==> config.mk <==
export PLATFORM = sky130hd
export DESIGN_NAME = flags_context_register
export DESIGN_NICKNAME = d
export VERILOG_FILES = /design/src/rtl/flags_pkg.sv /design/src/rtl/flags_stack.sv /design/src/rtl/flags_context_register.sv
export SDC_FILE = /design/constraint.sdc
export NUM_CORES = 1
export LEC_CHECK = 0
export ABC_AREA = 1
export CORE_MARGIN = 2
export CORE_UTILIZATION = 35
export CTS_CLUSTER_DIAMETER = 60
export DETAILED_ROUTE_END_ITERATION = 16
export PLACE_DENSITY = 0.65
export SLEW_MARGIN = 20
export SYNTH_ARGS = -nofsm -noshare
export SYNTH_HDL_FRONTEND = slang
export SYNTH_SLANG_ARGS = --single-unit
==> constraint.sdc <==
create_clock -name clk -period 2.55 [get_ports clk]
set_input_delay 0.255 -clock clk [delete_from_list [all_inputs] [get_ports clk]]
set_output_delay 0.255 -clock clk [all_outputs]
set_load 0.1 [all_outputs]
==> src/rtl/flags_pkg.sv <==
// Shared flag definitions for the flags register and its context stack.
package flags_pkg;

  localparam int FLAG_WIDTH_DEFAULT = 4;

  localparam int FLAG_N = 3;
  localparam int FLAG_Z = 2;
  localparam int FLAG_C = 1;
  localparam int FLAG_V = 0;

  typedef logic [FLAG_WIDTH_DEFAULT-1:0] flags_t;

endpackage

==> src/rtl/flags_stack.sv <==
// LIFO of saved flag contexts with depth tracking and in-place exchange of the top entry.
module flags_stack #(
  parameter int FLAG_WIDTH  = 4,
  parameter int STACK_DEPTH = 4,
  localparam int DW = $clog2(STACK_DEPTH + 1)
) (
  input  logic                  clk,
  input  logic                  rst,
  input  logic                  push,
  input  logic                  pop,
  input  logic [FLAG_WIDTH-1:0] wr_data,
  output logic [FLAG_WIDTH-1:0] rd_data,
  output logic [DW-1:0]         depth,
  output logic                  full,
  output logic                  empty
);

  logic [FLAG_WIDTH-1:0] entries [STACK_DEPTH];
  logic [DW-1:0]         top_idx;
  logic [DW-1:0]         wr_idx;

  assign full    = (depth == DW'(STACK_DEPTH));
  assign empty   = (depth == '0);
  assign top_idx = depth - DW'(1);

  // Push+pop together rewrites the current top; a plain push fills the next free slot.
  assign wr_idx  = pop ? top_idx : depth;

  always_comb begin
    rd_data = '0;
    for (int i = 0; i < STACK_DEPTH; i++) begin
      if (DW'(i) == top_idx) rd_data = entries[i];
    end
  end

  always_ff @(posedge clk) begin
    if (!rst) begin
      depth <= '0;
      for (int i = 0; i < STACK_DEPTH; i++) entries[i] <= '0;
    end else begin
      if (push) begin
        for (int i = 0; i < STACK_DEPTH; i++) begin
          if (DW'(i) == wr_idx) entries[i] <= wr_data;
        end
      end
      if (push && !pop)      depth <= depth + DW'(1);
      else if (pop && !push) depth <= depth - DW'(1);
    end
  end

endmodule

==> src/rtl/flags_context_register.sv <==
// ALU status flags with masked writes, a save/restore context stack and sticky misuse errors.
module flags_context_register
  import flags_pkg::*;
#(
  parameter int FLAG_WIDTH  = FLAG_WIDTH_DEFAULT,
  parameter int STACK_DEPTH = 4,
  localparam int DW = $clog2(STACK_DEPTH + 1)
) (
  input  logic                  clk,
  input  logic                  rst,
  input  logic                  flags_reg_write_enable,
  input  logic [FLAG_WIDTH-1:0] write_mask,
  input  logic [FLAG_WIDTH-1:0] d,
  input  logic                  push,
  input  logic                  pop,
  input  logic                  err_clear,
  output logic [FLAG_WIDTH-1:0] q,
  output logic [DW-1:0]         depth,
  output logic                  stack_full,
  output logic                  stack_empty,
  output logic                  overflow_err,
  output logic                  underflow_err
);

  logic                  stk_push;
  logic                  stk_pop;
  logic                  overflow_ev;
  logic                  underflow_ev;
  logic [FLAG_WIDTH-1:0] stk_top;
  logic [FLAG_WIDTH-1:0] q_next;

  // Pop only takes effect when something is saved; push may proceed if it is an exchange or there is room.
  assign stk_pop      = pop && !stack_empty;
  assign stk_push     = push && (stk_pop || !stack_full);
  assign overflow_ev  = push && !pop && stack_full;
  assign underflow_ev = pop && !push && stack_empty;

  flags_stack #(
    .FLAG_WIDTH  (FLAG_WIDTH),
    .STACK_DEPTH (STACK_DEPTH)
  ) u_stack (
    .clk     (clk),
    .rst     (rst),
    .push    (stk_push),
    .pop     (stk_pop),
    .wr_data (q),
    .rd_data (stk_top),
    .depth   (depth),
    .full    (stack_full),
    .empty   (stack_empty)
  );

  always_comb begin
    q_next = q;
    if (stk_pop)                     q_next = stk_top;
    else if (flags_reg_write_enable) q_next = (q & ~write_mask) | (d & write_mask);
  end

  always_ff @(posedge clk) begin
    if (!rst) begin
      q             <= '0;
      overflow_err  <= 1'b0;
      underflow_err <= 1'b0;
    end else begin
      q             <= q_next;
      overflow_err  <= overflow_ev  || (overflow_err  && !err_clear);
      underflow_err <= underflow_ev || (underflow_err && !err_clear);
    end
  end

endmodule

==> results.yml <==
worst_hold_path:
  worstHoldStart: "overflow_err"
  min_to: "overflow_err"
  hold_class: "reg -> reg"
  min_path_cells: 2
synthesis:
  yosysTopAreaCell: "edfxtp_1"
  synthTopCellsByArea: "edfxtp_1 32%, nand2_1 12%, dfxtp_1 12%, nand3_1 11%, inv_1 7.3%"
  seq_area_frac_synth: 0.4407
  syn_nets: 214
  postSynthAreaPerCell_um2: 7.767
  syn_area_mm2: 0.001499
  synthCells: 193
  ys.warnings.count: 0
  synth_top_area_frac: 0.3205
  synthDistinctLibCells: 20
  synth_seq_cells: 25
setup_path:
  end_kind: "register"
  r2r-end: "u_stack.entries[0][14]"
  rr_startpoint: "u_stack.depth[0]"
  critPathKind: "reg -> reg"
  regToRegSetupSlack_ns: 0.43
  crit_path_start_kind: "register"
  cp.arrival_ns: 2.10
  reg2reg_depth: 9
  required_ns: 2.52
  critPathMaxFanout: 8
cts:
  cts_root_buffer: "clkbuf_8"
  cts_setup_buffers: 0
  hold_buffers: 0
  cts_tree: "yes"
  htree_levels: 1
  clock-sinks: 25
  ctsResizeCount: 0
  clock_latency_ns: 0.27
  numCtsBuffers: 3
  cts.reportedPaths.clkPinSlew_ns: 0.09
  cts_buffer_depth: 2
sta:
  drv_slew: 0
  max_freq_mhz: 470.8
  min_period_ns: 2.124
  whs_ns: 0.4682
  report.final.hold_viol_count: 0
  setup_viol_count_final: 0
  tightest_slew_ns: 0.6282
  fin_ws_ns: 0.4261
  fin_skew_ns: 0.004342
  rsz0062_at_grt: "no"
  relSlewSlack: 0.5799
  setup_tns_ns: 0
  finalCritPeriodShare: 0.8329
layout:
  post-route-util: 0.4462
  finalInstanceArea_mm2: 0.001810
  fillers: 422
  areaGrowthSynthToFinish_pct: 20.78
  n_antenna_cell: 0
  final_nets: 239
  drive_above_1_share: 0.1336
routing:
  drcViolationCount: 0
  drt_iter0_markers: 61
  routedWlPerCell_um: 12.36
  antenna_left: 0
  drt_wl_total_mm: 3.301
  drt_pass1_iterations: 4
  num_vias: 1285
  via_per_inst: 4.813
placement:
  port_buffers: 24
  place_ws_ns: 0.4454
  dp_hpwl_mm: 2.600
  place.gp.congestion: 0.9324
  placed_area_mm2: 0.001762
grt:
  antenna_found_initial: 0
  grt_pass1_vias: 1221
  overflow: 0
  grtUsageTotal: 0.1452
  grt_pass1_wl_mm: 5.644
  grt_max_degree: 20
run_status:
  status: "completed"
run:
  maxCapViolCount: 0
die:
  die_h_um: 69.44
  ios: 25
  die_area_mm2: 0.004822
  start_util: 0.3694
  core_area_mm2: 0.004058
  die_w_um: 69.44
  row_count: 23
power_and_ir_drop:
  peakVddDrop_mv: 0.5625
  total_leakage_power_nw: 0.8322
  pwr_density_cell_mw_per_mm2: 1234
[where the power goes]
group	total [mW]	internal (mW)	leakage, nW	switching (mW)
Sequential	0.618	0.536	0.242	0.0823
Combinational	1.37	0.341	0.568	1.03
Clock	0.248	0.111	0.0217	0.137
[cell type report]
class | count | area (um^2) | area share
inverter | 30 | 112.6 | 0.06220
clock buffer | 3 | 41.29 | 0.02281
clock inverter | 1 | 7.507 | 0.004147
timing repair buffer | 25 | 220.2 | 0.1216
tap | 50 | 62.56 | 0.03455
multi-input combinational | 133 | 701.9 | 0.3877
sequential | 25 | 664.4 | 0.3670
[cell usage in the layout, fill, tap and decap left out]
cell / synthesis / final
nand2_1: 49 / 49
nand3_1: 34 / 34
inv_1: 29 / 29
nor2_1: 19 / 18
edfxtp_1: 16 / 16
clkdlybuf4s50_1: 0 / 13
buf_4: 1 / 12
a21oi_1: 9 / 9
ha_1: 7 / 7
dfxtp_1: 9 / 6
o21ai_0: 4 / 4
nand4_2: 4 / 4
clkbuf_8: 0 / 3
dfxtp_2: 0 / 3
nor2_4: 1 / 2
nor2_2: 2 / 2
xor2_1: 2 / 2
inv_2: 1 / 1
o21ai_4: 1 / 1
xnor2_1: 1 / 1
clkinvlp_4: 0 / 1
[layer usage]
layer,vias to the layer above,share of wire,GRT usage
met5,-,0,0
met4,0,0.012,0.05011
met3,5,0.029,0.01744
met2,24,0.48,0.2340
met1,588,0.48,0.2011
li1,668,-,-
[through the flow]
| step | cells | total power, mW |
|---|---|---|
| 6_report | 267 | 2.235 |
| 3_5_place_dp | 263 | 2.001 |
| 3_3_place_gp | 263 | 1.993 |
| 5_1_grt | 267 | 2.400 |
| 2_1_floorplan | 193 | 1.737 |
| 4_1_cts | 267 | 2.250 |
[Yosys cell counts]
cell type and count:
buf_6 1, buf_4 1, nand2_1 49, nor2_2 2, o21ai_0 4, inv_1 29, edfxtp_1 16, nand3_1 34
ha_1 7, dfxtp_1 9, buf_2 1, nor2_4 1, o21ai_4 1, nor2_1 19, xnor2_1 1, a21oi_1 9
inv_2 1, nand4_2 4, xor2_1 2, clkbuf_1 2
[critical path, stage by stage, from the launching register on]
cell     delay, ns
dfxtp_2       0.42
inv_1         0.12
ha_1          0.31
inv_2         0.13
nor2_4        0.05
nor2_2        0.27
nand2_1       0.09
nand2_1       0.17
nand3_1       0.10
nand2_1       0.16
[cells by family after synthesis]
logic type / synth area share
AOI/OAI and AO/OA: 0.05426
and+or+nand+nor: 0.3331
DFF: 0.4407
adders and majority gates: 0.05843
xor gates and xnor gates: 0.01753
buffers and inverters: 0.09599
[worst max-delay path by stage]
stage | startpoint | end | slack (ns) | cells past startpoint
3_3_place_gp | pop | u_stack.entries[0][6] | 0.49 | 7
4_1_cts | u_stack.depth[0] | u_stack.entries[0][14] | 0.43 | 9
3_5_place_dp | u_stack.depth[0] | u_stack.entries[0][13] | 0.45 | 9
6_report | u_stack.depth[0] | u_stack.entries[0][14] | 0.43 | 9
5_1_grt | u_stack.depth[0] | u_stack.entries[0][14] | 0.25 | 9
2_1_floorplan | u_stack.depth[0] | u_stack.depth[1] | 0.008 | 9
No activity file was read; power rests on OpenSTA's default activity.
